<file path="src/rtl/step_pulse_controller.sv">
// Push-button front end for the processor step clock: synchronizes and debounces
// an active-low button, issues one step strobe per press, optionally auto-repeats.
module step_pulse_controller #(
  parameter int DEBOUNCE_CYCLES = 270000,
  parameter int DB_W            = 20,
  parameter int REPEAT_CYCLES   = 13500000,
  parameter int RPT_W           = 24
) (
  input  logic        clk_27,
  input  logic        reset,
  input  logic        pb_n,
  input  logic        run_mode,
  output logic        pb_state,
  output logic        step_pulse,
  output logic [15:0] step_count,
  output logic        held
);

  localparam logic [0:0]       S_IDLE   = 1'b0;
  localparam logic [0:0]       S_HELD   = 1'b1;
  localparam logic [DB_W-1:0]  DB_LAST  = DB_W'(DEBOUNCE_CYCLES - 1);
  localparam logic [RPT_W-1:0] RPT_LAST = RPT_W'(REPEAT_CYCLES - 1);
  localparam logic [DB_W-1:0]  DB_ONE   = DB_W'(1);
  localparam logic [RPT_W-1:0] RPT_ONE  = RPT_W'(1);

  logic              r_sync_1;
  logic              r_sync_2;
  logic [DB_W-1:0]   r_db_cnt;
  logic              r_pb_state;
  logic [0:0]        r_state;
  logic [RPT_W-1:0]  r_rpt_cnt;
  logic              r_step_pulse;
  logic [15:0]       r_step_count;

  logic              w_lvl;
  logic [0:0]        w_state_next;
  logic [RPT_W-1:0]  w_rpt_next;
  logic              w_pulse_next;

  assign w_lvl = ~r_sync_2;

  // Sync flops reset to the released level so a held button is re-debounced after reset.
  always_ff @(posedge clk_27 or posedge reset) begin
    if (reset) begin
      r_sync_1 <= 1'b1;
      r_sync_2 <= 1'b1;
    end else begin
      r_sync_1 <= pb_n;
      r_sync_2 <= r_sync_1;
    end
  end

  always_ff @(posedge clk_27 or posedge reset) begin
    if (reset) begin
      r_db_cnt   <= '0;
      r_pb_state <= 1'b0;
    end else if (w_lvl == r_pb_state) begin
      r_db_cnt <= '0;
    end else if (r_db_cnt == DB_LAST) begin
      r_pb_state <= w_lvl;
      r_db_cnt   <= '0;
    end else begin
      r_db_cnt <= r_db_cnt + DB_ONE;
    end
  end

  // Release is tested first in HELD so it beats a coincident repeat terminal count.
  always_comb begin
    w_state_next = r_state;
    w_rpt_next   = r_rpt_cnt;
    w_pulse_next = 1'b0;
    case (r_state)
      S_IDLE: begin
        if (r_pb_state) begin
          w_state_next = S_HELD;
          w_pulse_next = 1'b1;
          w_rpt_next   = '0;
        end
      end
      S_HELD: begin
        if (!r_pb_state) begin
          w_state_next = S_IDLE;
          w_rpt_next   = '0;
        end else if (!run_mode) begin
          w_rpt_next = '0;
        end else if (r_rpt_cnt == RPT_LAST) begin
          w_pulse_next = 1'b1;
          w_rpt_next   = '0;
        end else begin
          w_rpt_next = r_rpt_cnt + RPT_ONE;
        end
      end
      default: begin
        w_state_next = S_IDLE;
        w_rpt_next   = '0;
      end
    endcase
  end

  always_ff @(posedge clk_27 or posedge reset) begin
    if (reset) begin
      r_state      <= S_IDLE;
      r_rpt_cnt    <= '0;
      r_step_pulse <= 1'b0;
      r_step_count <= '0;
    end else begin
      r_state      <= w_state_next;
      r_rpt_cnt    <= w_rpt_next;
      r_step_pulse <= w_pulse_next;
      if (w_pulse_next)
        r_step_count <= r_step_count + 16'd1;
    end
  end

  assign pb_state   = r_pb_state;
  assign step_pulse = r_step_pulse;
  assign step_count = r_step_count;
  assign held       = (r_state == S_HELD);

endmodule
</file>
<file path="config.mk">
export PLATFORM = sky130hd
export DESIGN_NAME = step_pulse_controller
export DESIGN_NICKNAME = d
export VERILOG_FILES = /design/src/rtl/step_pulse_controller.sv
export SDC_FILE = /design/constraint.sdc
export NUM_CORES = 1
export LEC_CHECK = 0
export CAP_MARGIN = 15
export CORE_MARGIN = 2
export CORE_UTILIZATION = 25
export CTS_CLUSTER_DIAMETER = 60
export DETAILED_ROUTE_END_ITERATION = 8
export PLACE_DENSITY = 0.46
export SYNTH_ARGS = -nofsm -noshare
export SYNTH_HDL_FRONTEND = slang
export SYNTH_SLANG_ARGS = --single-unit
</file>
<file path="constraint.sdc">
create_clock -name clk_27 -period 2.4 [get_ports clk_27]
set_input_delay 0.36 -clock clk_27 [delete_from_list [all_inputs] [get_ports clk_27]]
set_output_delay 0.36 -clock clk_27 [all_outputs]
set_load 0.01 [all_outputs]
</file>
==> flow_metrics.py <==
metrics = {
    "timing": {
        "rsz0062_at_grt": "false",
        "timing.final.crit_share_pct": 83.6,
        "worst_pin_slew_ns": 0.651,
        "finClkSkew_ns": 0.0102,
        "relSlewSlack_pct": 56.3,
        "maxSlewViolCount": 0,
        "finalHoldViolations": 0,
        "fmax_ghz": 0.498,
        "fin_tns_setup_ns": 0,
        "layout_min_cycle_time_ns": 2.01,
        "setup_viol": 0,
    },
    "clock_tree": {
        "tritoncts": "yes",
        "ctsLongestPathBuffers": 2,
        "cts_max_level": 3,
        "postCtsSetupRepairBufs": 0,
        "post_cts_resized": 0,
        "worstSkewPairLatency_ns": 0.33,
        "cts_buffers": 9,
        "clk_pin_slew_ns": 0.06,
        "cts_hold_buf": 0,
        "root_buffer": "clkbuf_16",
        "cts_sinks": 65,
    },
    "placement": {
        "gp_congestion": 0.768,
        "dp_hpwl_um": 4740,
        "placed_cells": 525,
        "port_buffers": 22,
    },
    "logic_synthesis": {
        "yosys.area.top_type_share_pct": 47.7,
        "ys_top_cells_by_area": "dfrtp_1 (48%), xnor2_1 (4.8%), xor2_1 (4.5%), nor2_1 (4.2%), a31oi_1 (4.0%)",
        "yosysWarnings": 0,
        "synth_edf_count": 0,
        "syn_avg_cell_area_um2": 9.99,
        "yosys.cell_types.count": 42,
        "synthCells": 331,
        "ys_seq_area_share_pct": 49.2,
        "syn-cell-area_um2": 3310,
        "synth-main-ff-cell": "dfrtp_1",
        "post-synth-top-area-cell": "dfrtp_1",
        "syn-num-nets": 338,
        "ys_ff_latch": 65,
        "async_flop_share_pct": 100,
    },
    "drt": {
        "drt_iter0_markers": 175,
        "drt_pass1_iterations": 4,
        "wire_per_inst_um": 12.9,
        "antenna_left": 0,
        "route.detailed.drc": 0,
        "post_drt_via_cell_ratio": 4.61,
        "wl_um": 6960,
        "num_vias": 2493,
    },
    "critical_path": {
        "crit_slowest_cell": "nor4_4",
        "cp.required_ns": 2.66,
        "max_stage_delay_ns": 0.46,
        "crit_path_max_fanout": 8,
        "cpLargestDelayFamily": "simple AND/OR/NAND/NOR gates",
        "critPathCaptureType": "flip-flop",
        "start_kind": "flip-flop",
        "ff2ff_setup_slack_ns": 0.39,
        "crit_chain": "nand4_1 -> nor4_4 -> a31oi_4 -> buf_4 -> nor3_2 -> xor2_1",
        "crit_type": "flip-flop to flip-flop",
        "crit_buf_inv": 1,
        "worstPathArrival_ns": 2.26,
    },
    "die": {
        "num_rows": 42,
        "ios": 23,
        "start_util_pct": 25.3,
        "core_area_um2": 13100,
        "die_h_um": 119,
        "die-area_um2": 14200,
        "die_width_um": 119,
    },
    "min_path": {
        "hold_path.class": "flip-flop to flip-flop",
    },
    "final_layout": {
        "most-common-layout-cells": "dfrtp_1 (63), nor2_1 (37), nand2_1 (27)",
        "area_growth_pct": 23.9,
        "final_common_cell": "dfrtp_1",
        "n_fill_cell": 1343,
        "nets": 367,
        "drive_gt1_share_pct": 13.2,
        "fin_cells": 541,
        "n_antenna_cell": 0,
    },
    "global_route": {
        "grt_pass1_wl_um": 12200,
        "grt_antenna_before_repair": 0,
        "grt_pass1_vias": 2471,
        "grtUsageTotal_pct": 10.7,
        "grt_max_degree": 66,
        "grt_overflow": 0,
    },
    "pwr": {
        "sw_frac_of_total_pct": 21.0,
        "power_frac_seq_pct": 43.1,
        "p_sw_w": 0.000540,
        "p_leak_nw": 1.71,
        "clockPowerShare_pct": 55.2,
        "combinationalPowerShare_pct": 1.7,
        "p_per_area_nw_per_um2": 628,
        "intPower_w": 0.00203,
        "irDropWorstVdd_mv": 0.361,
    },
    "run": {
        "drv_cap": 0,
    },
    "outcome": {
        "status": "finished, final reports clean",
    },
}
-- per-stage QoR --
step / util [%] / total power [W] / instance area (µm²) / setup WS (ns) / hold WS [ns]
after floorplan: - / 0.00116 / 3310 / 0.417 / 0.345
after global placement: 28.8 / 0.00117 / 3770 / 0.394 / 0.346
after detailed placement: 28.8 / 0.00117 / 3770 / 0.381 / 0.348
after CTS: 31.3 / 0.00262 / 4100 / 0.379 / 0.356
after global routing: 31.3 / 0.00268 / 4100 / 0.205 / 0.363
final: 31.3 / 0.00257 / 4100 / 0.394 / 0.355
-- final cells by class --
type | count | area [µm²] | share of cell area [%]
well taps | 176 | 220 | 5.37
clock inverters | 7 | 100 | 2.44
repair buffers | 32 | 320 | 7.82
multi-input cells | 242 | 1570 | 38.2
inverters | 10 | 37.5 | 0.916
flip-flops and latches | 65 | 1630 | 39.8
clock buffers | 9 | 225 | 5.50
-- metal layers --
layer | GRT usage (%) | vias up | share of wire, %
met1 | 14.7 | 1214 | 49
li1 | - | 1237 | -
met4 | 5.13 | 0 | 2.1
met2 | 16.1 | 33 | 45
met3 | 2.39 | 9 | 3.8
met5 | 0 | - | 0
-- registers in the layout, indices dropped and copies added, names as in the netlist --
name,cells
step_pulse,1
r_sync_2,1
held,1
r_rpt_cnt,24
step_count,16
r_sync_1,1
pb_state,1
r_db_cnt,20
-- worst paths after layout --
| kind | startpoint | endpoint | cells after the start |
|---|---|---|---|
| max in group asynchronous | reset | r_sync_1 | 3 |
| max reg2reg | r_rpt_cnt[14] | step_count[8] | 6 |
| min reg2reg | r_sync_1 | r_sync_2 | 0 |
| max | r_rpt_cnt[14] | step_count[8] | 6 |
| min in group asynchronous | reset | step_count[3] | 3 |
| min | r_sync_1 | r_sync_2 | 0 |
-- power groups by stage --
stage               Clock, W  Combinational (W)  Sequential [W]
floorplan                  0          0.0000282         0.00113
global placement           0          0.0000466         0.00113
detailed placement         0          0.0000470         0.00113
CTS                  0.00146          0.0000474         0.00111
global route         0.00152          0.0000522         0.00111
finish               0.00142          0.0000438         0.00111
-- logic make-up after synthesis --
kind of cell | synth area share (%)
and+or+nand+nor | 25.8
adders and majority gates | 1.13
DFF | 49.2
buffers and inverters | 3.71
AOI/OAI and AO/OA | 9.30
xor gates and xnor gates | 9.27
muxes | 1.59
-- synth_stat cells, drive strengths merged (4+ instances only) --
library cell / number
a31oi: 23
nand4: 13
and3: 13
buf: 9
xnor2: 18
inv: 10
nand3: 26
clkbuf: 5
a21oi: 12
nand2: 27
nand2b: 4
nor4: 7
or2: 4
xor2: 17
nor2: 37
dfrtp: 63
nor3: 10
Power figures use the tool's default switching activity.
